**src/rtl/mem_arbiter.sv**
```systemverilog
// mem_arbiter: N-channel byte-serial memory arbiter with fixed or round-robin grant.
// Define MEM_ARB_ABORT_EN to add the per-channel read abort input.
module mem_arbiter #(
  parameter int NUM_CH   = 2,
  parameter int ADDR_W   = 32,
  parameter int ARB_MODE = 0
) (
  input  logic                     clk,
  input  logic                     rst,
  input  logic                     rdy,
  input  logic [NUM_CH-1:0]        req_i,
  input  logic [NUM_CH-1:0]        we_i,
  input  logic [2*NUM_CH-1:0]      len_i,
  input  logic [ADDR_W*NUM_CH-1:0] addr_i,
  input  logic [32*NUM_CH-1:0]     wdata_i,
`ifdef MEM_ARB_ABORT_EN
  input  logic [NUM_CH-1:0]        abort_i,
`endif
  output logic [NUM_CH-1:0]        done_o,
  output logic [31:0]              rdata_o,
  input  logic [7:0]               mem_din,
  output logic [7:0]               mem_dout,
  output logic [31:0]              mem_a,
  output logic                     mem_wr
);
  localparam int CW = $clog2(NUM_CH);
  typedef enum logic [1:0] {IDLE, READ, WRITE} state_t;
  state_t state, state_nxt;
  logic [CW-1:0] ch, rr, win, k;
  logic [ADDR_W-1:0] base, mem_a_q, a_sel;
  logic [2:0] cnt, n, n_sel;
  logic [1:0] l_sel;
  logic [31:0] wbuf, rbuf, rnext, w_sel;
  logic [NUM_CH-1:0] cand;
  logic wr_q, grant, last, kill;
  // cnt counts cycles in the transaction; a read spends one extra cycle for the bus read latency
  always_comb begin
    cand = req_i & ~done_o;
    kill = 1'b0;
`ifdef MEM_ARB_ABORT_EN
    cand = cand & ~abort_i;
    kill = state == READ && abort_i[ch];
`endif
    win = '0;
    k = '0;
    for (int i = 0; i < NUM_CH; i++) begin
      k = CW'(ARB_MODE == 0 ? i : (int'(rr) + NUM_CH - 1 - i) % NUM_CH);
      if (cand[k]) win = k;
    end
    a_sel = addr_i[win*ADDR_W +: ADDR_W];
    l_sel = len_i[2*win +: 2];
    w_sel = wdata_i[32*win +: 32];
    n_sel = l_sel == 2'd0 ? 3'd1 : l_sel == 2'd1 ? 3'd2 : 3'd4;
    grant = state == IDLE && |cand;
    last = state == READ ? cnt == n : state == WRITE && cnt == n - 3'd1;
    rnext = rbuf;
    rnext[{cnt[1:0] - 2'd1, 3'b000} +: 8] = mem_din;
    state_nxt = state == IDLE ? (grant ? (we_i[win] ? WRITE : READ) : IDLE) : (last || kill) ? IDLE : state;
  end
  always_ff @(posedge clk or negedge rst)
    if (!rst) state <= IDLE;
    else if (rdy) state <= state_nxt;
  always_ff @(posedge clk or negedge rst)
    if (!rst) begin
      ch <= '0;
      rr <= '0;
      base <= '0;
      mem_a_q <= '0;
      cnt <= '0;
      n <= '0;
      wbuf <= '0;
      rbuf <= '0;
      mem_dout <= '0;
      wr_q <= 1'b0;
      done_o <= '0;
      rdata_o <= '0;
    end else if (rdy) begin
      done_o <= '0;
      if (grant) begin
        ch <= win;
        base <= a_sel;
        mem_a_q <= a_sel;
        n <= n_sel;
        wbuf <= w_sel;
        cnt <= '0;
        rbuf <= '0;
        wr_q <= we_i[win];
        if (we_i[win]) mem_dout <= w_sel[7:0];
      end else if (state != IDLE && !kill) begin
        cnt <= cnt + 3'd1;
        if (state == READ && cnt != 3'd0) rbuf <= rnext;
        if (last) begin
          done_o[ch] <= 1'b1;
          rr <= ch == CW'(NUM_CH - 1) ? '0 : ch + 1'b1;
          wr_q <= 1'b0;
          if (state == READ) rdata_o <= rnext;
        end else if (cnt < n - 3'd1) begin
          mem_a_q <= base + ADDR_W'(cnt + 3'd1);
          if (state == WRITE) mem_dout <= wbuf[{cnt[1:0] + 2'd1, 3'b000} +: 8];
        end
      end
    end
  assign mem_a = 32'(mem_a_q);
  assign mem_wr = wr_q & rdy;
endmodule

```
**config.mk**
```make
export PLATFORM = sky130hd
export DESIGN_NAME = mem_arbiter
export DESIGN_NICKNAME = d
export VERILOG_FILES = /design/src/rtl/mem_arbiter.sv
export SDC_FILE = /design/constraint.sdc
export NUM_CORES = 1
export LEC_CHECK = 0
export BUFFER_PORTS_ARGS = -buffer_cell sky130_fd_sc_hd__buf_2
export CORE_UTILIZATION = 58
export CTS_CLUSTER_SIZE = 30
export DETAILED_ROUTE_END_ITERATION = 10
export PLACE_DENSITY = 0.84
export SLEW_MARGIN = 10
export SYNTH_ARGS = -nofsm -noshare
export SYNTH_HDL_FRONTEND = slang
export SYNTH_SLANG_ARGS = --single-unit
```
**constraint.sdc**
```tcl
create_clock -name clk -period 4.9 [get_ports clk]
set_input_delay 0.49 -clock clk [delete_from_list [all_inputs] [get_ports clk]]
set_output_delay 0.49 -clock clk [all_outputs]
set_load 0.05 [all_outputs]
```
==> summary by stage, run 1 <==
Status
The run finished with clean final reports.

CTS
The count of cells resized by post-cts repair is 0. The TritonCTS clock tree is built. The clock root buffer is sky130_fd_sc_hd__clkbuf_16. The maximum clock path buffer count is 2.

In this run the post-CTS setup repair buffer count came out at 0. The clock latency at the later pin of the worst-skew pair is 0.43 ns. The count of hold buffers inserted by post-cts repair is 0. In this run the number of H-tree levels came out at 4.

The clock-pin slew on the worst setup and hold paths is 0.06 ns. Counting the buffers created by CTS gives 17. The tree built by TritonCTS fans out to 180 sinks.

Worst setup path
The total buffers and inverters traversed by the critical path is 2. The slowest stage of the critical path belongs to the cell sky130_fd_sc_hd__dfrtp_1. The category of cells accounting for the largest share of critical-path delay is flip-flops. At the worst endpoint, the required time is 5.21 ns. The signal on the critical path passes through inv_1, ha_1, nor4b_1, o41a_1, nor2_2, buf_4, mux2_1. The endpoint of the most critical register-to-register path is mem_a[9]. In this run the critical register-to-register path is launched from cnt[0].

The worst setup path is captured at a flip-flop. The critical setup path kind is reg2reg. For this run, the slowest stage of the critical path takes 0.91 ns. The maximum fanout encountered on the critical timing path is 18. Measured in cells, the most critical reg-to-reg path has a length of 7. Across all register-to-register paths, the minimum setup slack is 1.11 ns. The data arrival time of the critical path is just over 4 ns. The type of element launching the critical path is a flip-flop.

Placed design
After legalization and detailed placement, the total HPWL measured around 16 mm. The placer congestion estimate is 0.874. The number of port buffers is 221.

Synthesis
The number of different library cells in the post-synthesis netlist is 55. The number of flip-flops and latches in the synthesized netlist is 180. The cell count after synthesis is 921.

The number of enable flip-flop cells after synthesis is 0. The Yosys step of the flow raised 0 warnings. The proportion of synthesized chip area in sequential cells is 0.484. After synthesis, the mean cell area works out to slightly above 10 um^2. The share of the synthesized area in the top cell type is 0.484. The async set-reset flop share out of synthesis is 1.00.

The leading area contributor after synthesis is sky130_fd_sc_hd__dfrtp_1. The leading register cell type out of synthesis is sky130_fd_sc_hd__dfrtp_1. The synthesized netlist occupies a cell area of around 9300 um^2. After synthesis, the cell types taking the most area are sky130_fd_sc_hd__dfrtp_1, sky130_fd_sc_hd__mux2i_1, sky130_fd_sc_hd__a21oi_1.

When the netlist entered floorplanning its net count stood at 1082.

Final layout
The number of antenna diodes is 0. The layout has 1143 filler cells. The most common cell after layout, fill and taps aside is sky130_fd_sc_hd__buf_2. The storage element area is ~4500 um^2. In the layout the commonest cells are sky130_fd_sc_hd__buf_2, sky130_fd_sc_hd__dfrtp_1, sky130_fd_sc_hd__nand2_1. The fraction of final layout cells sized beyond drive strength 1 is 0.257. In the final layout, the multi-input gates occupy 4500 um^2. The synthesis-to-finish area growth is 19.2%. The final layout contains 1266 nets.

STA
The final-report max-slew violation count was 0. The transition time at the pin with the least slew margin is 1.14 ns. The final clock skew is 0.00877 ns. The worst hold margin is 0.156 ns. Setup violations remaining at the end of the flow were counted as 0. The number of hold violations in the final report is 0. Dividing the final minimum period by the clock period gives 0.772. Derived from the worst setup path, the maximum achievable clock frequency is 264 MHz. The relative slew slack is 0.239.

The sum of negative setup slack is 0 ns. The time the final worst path needs with I/O delays and setup is 3.79 ns. Setup repair after global routing left no endpoint under its margin.

Detailed routing
The detailed router finished its first iteration with 576 violations. The detailed-route wire length is 22.4 mm. The detailed router placed approximately 7700 vias in this run. The total DRC errors in the routed layout is 0. The count of nets left with antenna violations after detail routing is 0. The average routed wire per standard cell is roughly 17 um.

The first TritonRoute pass finished after 5 iterations. The mean number of vias per cell is 5.82.

Job
The tool flagged a number of max-cap violations equal to 0.

Power and ir drop
The switching component of the power is 3540 uW. Of the total power, the share spent switching nets is 0.458. For this design the static power due to leakage is 0.00535 uW.

The combinational share of power is 0.482. Internal power comes to 4200 uW. The total power per unit cell area is 699 nW/um^2. Of the total power, registers draw 0.340. The overall power of the completed layout is 7750 uW. The worst vdd rail ir drop is 473 uV. The portion of total power attributed to the clock network is 0.178.

Global route
The global-route wire length before repair is 36.4 mm. The initial antenna violation count was 1. Entering global routing, the biggest net connects 130 pins. The number of global-route vias before repair is 7304.

Global routing finished with a remaining overflow of 0. For this run, the total global-route usage over all layers was measured as 0.284.

Hold path
The type of the tightest min-delay check is in2async.

Floorplan
The core region is 15400 um^2. The boundary pin count is between 200 and 250. The die covers 16500 um^2. The number of rows in the core area is 45. The effective utilization at floorplan is 0.603. The die width is between 100 and 150 um. The floorplan step set the die height to 129 um.
==> sequential cells by signal, indices dropped and copies added, names as in the netlist <==
name,count
wbuf,32
cnt,3
rdata_o,32
mem_dout,8
state,2
mem_a,32
ch,1
base,32
rbuf,32
wr_q,1
n,3
done_o,2
==> worst max-delay path by stage <==
stage	start	endpoint	cells after the start
floorplan	cnt[0]	mem_a[20]	10
global placement	cnt[0]	mem_a[16]	7
detailed placement	cnt[0]	mem_a[9]	7
CTS	cnt[0]	mem_a[9]	7
global route	cnt[0]	mem_a[9]	7
finish	cnt[0]	mem_a[9]	7
==> metrics by stage <==
| stage | cell area, um^2 | utilization | setup slack, ns | instances |
|---|---|---|---|---|
| after detailed placement | 10500 | 0.681 | 1.13 | 1297 |
| after floorplan | 9300 | - | 2.18 | 921 |
| after global routing | 11100 | 0.719 | 0.916 | 1326 |
| final | 11100 | 0.719 | 1.11 | 1326 |
| after global placement | 10500 | 0.681 | 1.20 | 1297 |
| after CTS | 11100 | 0.719 | 1.10 | 1326 |
==> cells by family (layout without fill, tap and decap cells) <==
family / count (synthesis) / after routing / share of synthesized area
flops: 180 / 180 / 0.484
mux: 114 / 114 / 0.138
fa+ha+maj: 14 / 14 / 0.0196
compound gates: 252 / 252 / 0.165
buf+inv: 79 / 273 / 0.0346
xor+xnor: 16 / 16 / 0.0151
simple gates: 266 / 266 / 0.144
==> cell usage after synthesis, types with 2 or more instances <==
library cell,count
sky130_fd_sc_hd__dfrtp_1,180
sky130_fd_sc_hd__nand2_1,113
sky130_fd_sc_hd__a21oi_1,85
sky130_fd_sc_hd__o21ai_0,82
sky130_fd_sc_hd__mux2i_1,73
sky130_fd_sc_hd__nor2_1,40
sky130_fd_sc_hd__clkbuf_1,37
sky130_fd_sc_hd__a22o_1,35
sky130_fd_sc_hd__nor2b_1,34
sky130_fd_sc_hd__mux2_1,21
sky130_fd_sc_hd__buf_1,17
sky130_fd_sc_hd__inv_1,15
sky130_fd_sc_hd__ha_1,13
sky130_fd_sc_hd__nand3_1,13
sky130_fd_sc_hd__mux2_2,12
sky130_fd_sc_hd__and2_1,11
sky130_fd_sc_hd__xnor2_1,11
sky130_fd_sc_hd__nor3_1,9
sky130_fd_sc_hd__o31a_1,9
sky130_fd_sc_hd__buf_2,8
sky130_fd_sc_hd__mux4_2,8
sky130_fd_sc_hd__nor4_1,8
sky130_fd_sc_hd__o21ai_1,8
sky130_fd_sc_hd__o211ai_1,7
sky130_fd_sc_hd__a31oi_1,6
sky130_fd_sc_hd__and4_1,6
sky130_fd_sc_hd__nand4_1,6
sky130_fd_sc_hd__or3_1,6
sky130_fd_sc_hd__or4_1,5
sky130_fd_sc_hd__xor2_1,5
sky130_fd_sc_hd__a32o_1,4
sky130_fd_sc_hd__nor4b_1,3
sky130_fd_sc_hd__o31ai_1,3
sky130_fd_sc_hd__a21o_1,2
sky130_fd_sc_hd__buf_6,2
sky130_fd_sc_hd__nand2b_1,2
sky130_fd_sc_hd__nand3b_1,2
sky130_fd_sc_hd__o21a_1,2
sky130_fd_sc_hd__o2bb2ai_1,2
==> layer usage <==
metal | share of wire | GRT usage | vias up
met4 | 0.018 | 0.104 | 2
met3 | 0.056 | 0.0516 | 38
li1 | - | - | 3667
met1 | 0.44 | 0.387 | 3711
met2 | 0.49 | 0.457 | 298
met5 | 0.00040 | 0 | -
==> area by class of cell <==
type                       count  area share
tap                          211      0.0238
clock buffer                  21      0.0415
sequential                   180       0.406
timing repair buffer         229       0.106
multi-input combinational    662       0.406
clock inverter                 8      0.0115
inverter                      15     0.00508
==> power by group through the flow <==
stage	Clock, uW	Combinational, uW	Sequential, uW
floorplan	0	1870	3510
global placement	0	3620	2610
detailed placement	0	3720	2630
CTS	1390	3750	2620
global route	1450	4060	2720
finish	1380	3740	2630
Note: power is estimated with default switching activity, not from simulation.
==> run 2: changes to the inputs <==
--- a/config.mk
+++ b/config.mk
@@ -5,11 +5,12 @@
 export SDC_FILE = /design/constraint.sdc
 export NUM_CORES = 1
 export LEC_CHECK = 0
+export ABC_AREA = 1
 export BUFFER_PORTS_ARGS = -buffer_cell sky130_fd_sc_hd__buf_2
-export CORE_UTILIZATION = 58
+export CORE_UTILIZATION = 55
 export CTS_CLUSTER_SIZE = 30
 export DETAILED_ROUTE_END_ITERATION = 10
-export PLACE_DENSITY = 0.84
+export PLACE_DENSITY = 0.8
 export SLEW_MARGIN = 10
 export SYNTH_ARGS = -nofsm -noshare
 export SYNTH_HDL_FRONTEND = slang
==> constraint.sdc (replaced) <==
create_clock -name clk -period 3.6 [get_ports clk]
set_input_delay 0.36 -clock clk [delete_from_list [all_inputs] [get_ports clk]]
set_output_delay 0.36 -clock clk [all_outputs]
set_load 0.05 [all_outputs]
==> run 2 against run 1 <==
  * The run now ends with negative hold slack left
  * Area after synthesis up 5.7%
  * Synthesized cell count up 37%
  * Critical path depth up 1
  * Highest routed layer is now met4
  * Design area up 4.1%
  * Largest power group unchanged
  * Global-route usage up 1.5 points
  * Final cell count up 27%
  * First-iteration DRC count up 40%
  * Sequential power up 22%
==> summary by stage, run 2 <==
Global route
The met1 track demand over resource is 0.403 (was 0.387). The global-route wire length before repair is 42.7 mm (was 36.4 mm). The number of global-route vias before repair is 8707 (was 7304). The layer with the highest usage after global routing is met2 (unchanged). The total global routing track utilization is 0.298 (was 0.284). The maximum number of pins on one net before global-route repair is 90 (was 130). The global routing usage on met3 was 0.0670 (was 0.0516). The initial antenna violation count is 0 (was 1).

The leftover overflow at the end of global routing is 0 (unchanged). The met2 capacity usage during global routing is 0.478 (was 0.457).

Floorplan
The area of the core is 17400 um^2 (was 15400 um^2). The effective utilization at floorplan is 0.566 (was 0.603). The chip height is 136 um (was 129 um). The die area is 18400 um^2 (was 16500 um^2).

The die width is 136 um (was 129 um). The boundary pin count was 222 (unchanged). The number of rows in the core area is 48 (was 45).

Placed design
The placer congestion estimate is 0.902 (was 0.874). The minimum setup slack after placement is 1.01 ns (was 1.13 ns). The post-DP HPWL is 19.0 mm (was 15.7 mm). The number of port buffers is 221 (unchanged).

Detailed routing
The via total after detailed routing is 9290 (was 7716). The total DRC errors in the routed layout is 0 (unchanged). The number of iterations in the first detailed-routing pass is 5 (unchanged).

The mean number of vias per cell is 5.50 (was 5.82). The count of nets left with antenna violations after detail routing is 0 (unchanged). The average routed wire per standard cell is 15.7 um (was 16.9 um).

The violation count after the first detailed-routing iteration is 806 (was 576). The detailed-route wire length is 26.5 mm (was 22.4 mm).

Synthesis
The leading area contributor after synthesis is sky130_fd_sc_hd__dfrtp_1 (unchanged). The proportion of synthesized chip area in sequential cells is 0.458 (was 0.484). The number of flip-flops and latches in the synthesized netlist was 180 (unchanged). The post-synthesis area per instance is 7.77 um^2 (was 10.1 um^2).

The number of enable flip-flop cells after synthesis is 0 (unchanged). The number of synthesis warnings was 0 (unchanged). Ranking of synthesized cells by area: sky130_fd_sc_hd__dfrtp_1, sky130_fd_sc_hd__nand2_1, sky130_fd_sc_hd__o21ai_0 (was sky130_fd_sc_hd__dfrtp_1, sky130_fd_sc_hd__mux2i_1, sky130_fd_sc_hd__a21oi_1). The leading register cell type out of synthesis is sky130_fd_sc_hd__dfrtp_1 (unchanged). The cell count after synthesis is 1265 (was 921). The dominant cell by count in the synthesized netlist is sky130_fd_sc_hd__nand2_1 (was sky130_fd_sc_hd__dfrtp_1). Cell types with the highest counts after synthesis: sky130_fd_sc_hd__nand2_1, sky130_fd_sc_hd__dfrtp_1, sky130_fd_sc_hd__o21ai_0, sky130_fd_sc_hd__inv_1, sky130_fd_sc_hd__nand3_1 (was sky130_fd_sc_hd__dfrtp_1, sky130_fd_sc_hd__nand2_1, sky130_fd_sc_hd__a21oi_1, sky130_fd_sc_hd__o21ai_0, sky130_fd_sc_hd__mux2i_1). The share of the synthesized area in the top cell type came to 0.458 (was 0.484). The async set-reset flop share out of synthesis was 1.00 (unchanged). The net count of the mapped netlist was 1426 (was 1082). The post-synth design cell area came to 9820 um^2 (was 9300 um^2). The number of different library cells in the post-synthesis netlist is 44 (was 55).

STA
The share of the cycle needed by the critical path after routing is 0.735 (was 0.772). The count of final setup violators is 0 (unchanged). The relative slew slack is 0.398 (was 0.239). The number of hold violations in the final report was 18 (was 0). The time the final worst path needs with I/O delays and setup came to 2.65 ns (was 3.79 ns). The highest clock frequency the design can meet is 378 MHz (was 264 MHz). The transition time at the pin with the least slew margin is 0.896 ns (was 1.14 ns). Unrepaired setup endpoints after global routing: false (unchanged). The worst hold margin was -0.0221 ns (was 0.156 ns).

The final worst-path setup slack is 0.954 ns (was 1.11 ns). The final-report max-slew violation count came to 0 (unchanged). The sum of negative setup slack was 0 ns (unchanged).

The final clock skew came to 0.0101 ns (was 0.00877 ns).

Status
Outcome: complete, but fails checks (was completed). The final reports fail on negative hold slack.

Final layout
The most common cell after layout, fill and taps aside is sky130_fd_sc_hd__nand2_1 (was sky130_fd_sc_hd__buf_2). The number of antenna diodes is 0 (unchanged). The net count of the finished layout is 1613 (was 1266). The synthesis-to-finish area growth came to 17.5% (was 19.2%). Most frequent cells in the layout: sky130_fd_sc_hd__nand2_1, sky130_fd_sc_hd__buf_2, sky130_fd_sc_hd__dfrtp_1 (was sky130_fd_sc_hd__buf_2, sky130_fd_sc_hd__dfrtp_1, sky130_fd_sc_hd__nand2_1). The fraction of final layout cells sized beyond drive strength 1 was 0.201 (was 0.257).

CTS
The clock root buffer is sky130_fd_sc_hd__clkbuf_16 (unchanged). The CTS H-tree depth is 4 (unchanged). The count of cells resized by post-cts repair was 0 (unchanged). The count of hold buffers inserted by post-cts repair is 0 (unchanged). The number of buffers added by the clock tree synthesis step is 17 (unchanged). The TritonCTS clock tree was built (unchanged). The maximum clock path buffer count is 2 (unchanged). The setup fix buffers added after clock tree synthesis is 0 (unchanged). The clock-pin slew on the worst setup and hold paths is 0.07 ns (was 0.06 ns). The clock latency at the later pin of the worst-skew pair came to 0.44 ns (was 0.43 ns). The clock sink total was 180 (unchanged).

Power and ir drop
The leakage power figure came to 0.00594 uW (was 0.00535 uW). The total power per unit cell area is 830 nW/um^2 (was 699 nW/um^2). The worst vdd rail ir drop was 505 uV (was 473 uV).

Worst setup path
The maximum fanout encountered on the critical timing path is 16 (was 18). The endpoint class of the critical path was a flip-flop (unchanged). The critical setup path kind is reg2reg (unchanged). The type of element launching the critical path is a flip-flop (unchanged). The data arrival time of the critical path is 3.02 ns (was 4.09 ns). The data required time at the worst endpoint is 3.98 ns (was 5.21 ns).

Job
The max-cap check violation count is 0 (unchanged).

Hold path
The type of the tightest min-delay check was in2async (unchanged).
## run 2: changes by cell type after synthesis, moves of 28 or more
cell,delta
sky130_fd_sc_hd__nand3_1,+93
sky130_fd_sc_hd__buf_2,+30
sky130_fd_sc_hd__a21oi_1,-74
sky130_fd_sc_hd__nor2b_1,-34
sky130_fd_sc_hd__nor2_1,+50
sky130_fd_sc_hd__inv_1,+92
sky130_fd_sc_hd__nand2_1,+284
sky130_fd_sc_hd__o22ai_1,+28
sky130_fd_sc_hd__a22o_1,-35
## run 2: logic make-up (layout without fill, tap and decap cells)
family          count (synthesis)  count (layout)  synth area share
flops                         180             180             0.458
compound gates                218             218             0.126
fa+ha+maj                      14              14            0.0186
xor+xnor                        3               3           0.00267
simple gates                  623             623             0.266
mux                            50              50            0.0509
buf+inv                       177             377            0.0776
## run 2: final cells by class
cell class | instances | area (um^2)
Clock inverter | 13 | 139
Timing Repair Buffer | 230 | 1190
Tap cell | 225 | 282
Fill cell | 1510 | 5810
Inverter | 115 | 435
Multi-Input combinational cell | 908 | 4560
Clock buffer | 19 | 433
Sequential cell | 180 | 4500
## run 2: layer usage
| metal | up-vias | part of all wire |
|---|---|---|
| met3 | 33 | 0.082 |
| met2 | 356 | 0.47 |
| met5 | - | 0 |
| met4 | 0 | 0.016 |
| li1 | 4503 | - |
| met1 | 4398 | 0.43 |
## run 2: power by group
part | switching (uW) | leakage (uW) | internal, uW
clock network | 873 | 0.000277 | 981
registers | 521 | 0.00233 | 2700
logic | 3240 | 0.00333 | 1260
## run 2: through the flow
| step | util | power [uW] | instances | instance area [um^2] |
|---|---|---|---|---|
| 2_1_floorplan | - | 6590 | 1265 | 9820 |
| 3_3_place_gp | 0.632 | 7590 | 1658 | 11000 |
| 3_5_place_dp | 0.632 | 7700 | 1658 | 11000 |
| 4_1_cts | 0.665 | 9570 | 1690 | 11500 |
| 5_1_grt | 0.665 | 10200 | 1690 | 11500 |
| 6_report | 0.665 | 9580 | 1690 | 11500 |
## run 2: worst paths after layout
kind	startpoint	endpoint	slack [ns]	cells after the start
min in group clk	wdata_i[46]	wbuf[14]	0.20	3
max reg2reg	cnt[1]	mem_dout[1]	0.95	8
min	rst	mem_a[22]	-0.02	1
max	cnt[1]	mem_dout[1]	0.95	8
min reg2reg	mem_dout[6]	mem_dout[6]	0.47	2
max in group asynchronous	rst	rdata_o[24]	2.62	2
## run 2: worst max-delay path: stages, from the launching register on
cell	delay, ns
sky130_fd_sc_hd__dfrtp_1	0.53
sky130_fd_sc_hd__inv_1	0.19
sky130_fd_sc_hd__ha_1	0.49
sky130_fd_sc_hd__inv_2	0.17
sky130_fd_sc_hd__nor2_2	0.54
sky130_fd_sc_hd__a21oi_1	0.19
sky130_fd_sc_hd__a31oi_1	0.27
sky130_fd_sc_hd__nand3_1	0.11
sky130_fd_sc_hd__nand2_1	0.09
==> run 3: changes to the inputs <==
==> constraint.sdc (replaced) <==
create_clock -name clk -period 2.6 [get_ports clk]
set_input_delay 0.26 -clock clk [delete_from_list [all_inputs] [get_ports clk]]
set_output_delay 0.26 -clock clk [all_outputs]
set_load 0.05 [all_outputs]
==> run 3 against run 2 <==
  * The run now ends clean
  * Routed wire length increased by 1.1%
  * Sequential power increased by 39%
  * Critical path depth increased by 2
  * Global-route usage about the same
  * Worst hold slack improved by 0.11 ns
  * Die area unchanged
  * Register-to-register slack got worse by 0.78 ns
  * Setup slack got worse by 0.78 ns
  * Design area increased by 1.1%
  * Sequential share of layout area decreased by 0.42 points
  * Critical endpoint is now mem_a[24]
==> summary by stage, run 3 (same netlist as run 2, synthesis figures left out) <==
STA
The share of the cycle needed by the critical path after routing is 0.931 (was 0.735). The count of final setup violators is 0 (unchanged). The final-report max-slew violation count is 0 (unchanged). Unrepaired setup endpoints after global routing: false (unchanged). The relative slew slack is 0.505 (was 0.398). The transition time at the pin with the least slew margin came to 0.742 ns (was 0.896 ns). The number of hold violations in the final report is 0 (was 18).

The highest clock frequency the design can meet is 413 MHz (was 378 MHz). The time the final worst path needs with I/O delays and setup is 2.42 ns (was 2.65 ns). The final clock skew is 0.0123 ns (was 0.0101 ns).

The sum of negative setup slack is 0 ns (unchanged). The final worst-path setup slack is 0.178 ns (was 0.954 ns).

Final layout
The number of fill cells is 1507 (was 1510). The area occupied by multi-input gates is 4570 um^2 (was 4560 um^2). The synthesis-to-finish area growth is 18.8% (was 17.5%). Most frequent cells in the layout: sky130_fd_sc_hd__nand2_1, sky130_fd_sc_hd__buf_2, sky130_fd_sc_hd__dfrtp_1 (unchanged). The area of all placed cells without fillers came to 11700 um^2 (was 11500 um^2).

The fraction of final layout cells sized beyond drive strength 1 is 0.206 (was 0.201). The storage element area was 4500 um^2 (unchanged). The final cell count without fillers is 1700 (was 1690). The most common cell after layout, fill and taps aside is sky130_fd_sc_hd__nand2_1 (unchanged). The net count of the finished layout is 1622 (was 1613).

Worst setup path
The highest-delay cell along the critical path is sky130_fd_sc_hd__nand3_2 (was sky130_fd_sc_hd__nor2_2). The maximum fanout encountered on the critical timing path is 18 (was 16). The endpoint class of the critical path is a flip-flop (unchanged).

The data required time at the worst endpoint is 2.93 ns (was 3.98 ns). Critical Path, Cell by Cell: inv_1, ha_1, xnor2_1, ha_1, nand4_1, o21ai_2, nand2_2, nand3_2, nand2_1, nand2_1 (was inv_1, ha_1, inv_2, nor2_2, a21oi_1, a31oi_1, nand3_1, nand2_1). The critical setup path kind is reg2reg (unchanged). The largest stage delay on the critical path is 0.46 ns (was 0.54 ns). The type of element launching the critical path is a flip-flop (unchanged). The cell depth of the worst flop-to-flop path is 10 (was 8).

The data arrival time of the critical path came to 2.75 ns (was 3.02 ns).

Detailed routing
The total DRC errors in the routed layout is 0 (unchanged). The number of iterations in the first detailed-routing pass is 5 (unchanged). The violation count after the first detailed-routing iteration is 838 (was 806).

The via total after detailed routing came to 9320 (was 9290). The mean number of vias per cell is 5.48 (was 5.50). The average routed wire per standard cell is 15.8 um (was 15.7 um). The detailed-route wire length is 26.8 mm (was 26.5 mm). The count of nets left with antenna violations after detail routing is 0 (unchanged).

CTS
The maximum clock path buffer count was 2 (unchanged). The clock-pin slew on the worst setup and hold paths is 0.07 ns (about the same). The clock sink total is 180 (unchanged). The clock latency at the later pin of the worst-skew pair is 0.45 ns (was 0.44 ns).

The TritonCTS clock tree is built (unchanged). The CTS H-tree depth is 4 (unchanged). The clock root buffer is sky130_fd_sc_hd__clkbuf_16 (unchanged). The number of buffers added by the clock tree synthesis step came to 17 (unchanged).

Floorplan
The number of rows in the core area came to 48 (unchanged). The chip height came to 136 um (unchanged). The boundary pin count was 222 (unchanged). The die area is 18400 um^2 (unchanged).

The area of the core is 17400 um^2 (unchanged). The die width was 136 um (unchanged). The effective utilization at floorplan is 0.566 (unchanged).

Placed design
The cell total after placement was 1665 (was 1658). The minimum setup slack after placement is 0.228 ns (was 1.01 ns). The number of port buffers is 221 (unchanged). The placer congestion estimate came to 0.893 (was 0.902). The area after detailed placement came to 11000 um^2 (about the same). The post-DP HPWL is 19.2 mm (was 19.0 mm).

Job
The max-cap check violation count was 0 (unchanged).

Global route
The global-route wire length before repair is 42.5 mm (was 42.7 mm). The number of global-route vias before repair came to 8630 (was 8707). The total global routing track utilization is 0.298 (about the same). The maximum number of pins on one net before global-route repair is 74 (was 90). The initial antenna violation count came to 1 (was 0). The leftover overflow at the end of global routing is 0 (unchanged).

Status
Outcome: completed (was complete, but fails checks).

Power and ir drop
The worst vdd rail ir drop is 740 uV (was 505 uV). The total power per unit cell area came to 1150 nW/um^2 (was 830 nW/um^2). The overall power of the completed layout is 13400 uW (was 9580 uW). The leakage power figure is 0.00600 uW (was 0.00594 uW).

Hold path
The type of the tightest min-delay check was in2reg (was in2async). Counting instances, the worst hold path has a depth of 3.
[run 3: stage by stage]
stage / hold slack (ns) / util
2_1_floorplan: -0.0356 / -
3_3_place_gp: 0.245 / 0.637
3_5_place_dp: 0.251 / 0.637
4_1_cts: 0.0905 / 0.672
5_1_grt: 0.120 / 0.672
6_report: 0.0901 / 0.672
[run 3: worst paths after layout]
check / to / slack, ns / startpoint
setup / recovery: mem_a[24] / 0.18 / n[1]
hold / removal: wbuf[15] / 0.09 / wdata_i[47]
setup reg to reg: mem_a[24] / 0.18 / n[1]
hold reg to reg: mem_dout[5] / 0.48 / mem_dout[5]
max in group asynchronous: wbuf[29] / 1.49 / rst
min in group asynchronous: mem_a[20] / 0.33 / rst
[run 3: what timing repair did]
item,in CTS,in global routing
endpoints found under the setup margin,0,3
buffers inserted,0,0
gates resized for setup,0,0
endpoints found under the hold margin,50,0
hold buffers,1,0
[run 3: cell type report]
| class | instances | share of cell area |
|---|---|---|
| multi-input cells | 909 | 0.391 |
| flip-flops and latches | 180 | 0.386 |
| repair buffers | 238 | 0.110 |
| inverters | 115 | 0.0373 |
| clock buffers | 17 | 0.0365 |
| well taps | 225 | 0.0241 |
| clock inverters | 15 | 0.0148 |
| diodes | 1 | 0.000214 |
[run 3: worst max-delay path: cells and delay by family (launching register included)]
| family | cells | cell delay [ns] |
|---|---|---|
| compound gates | 1 | 0.09 |
| xor+xnor | 1 | 0.13 |
| fa+ha+maj | 2 | 0.51 |
| simple gates | 5 | 1.18 |
| flops | 1 | 0.35 |
| buf+inv | 1 | 0.07 |
[run 3: routing by layer]
layer  global-route usage  vias to the layer above  routed length [um]
met5                    0                        -                   0
li1                     -                     4534                   -
met3               0.0606                       55                1840
met4                0.101                        0                 679
met2                0.455                      359               12300
met1                0.423                     4372               12100
[run 3: power by group]
group	total [uW]	internal [uW]	switching (uW)
Clock	2590	1300	1290
Combinational	6360	1810	4550
Sequential	4460	3730	724
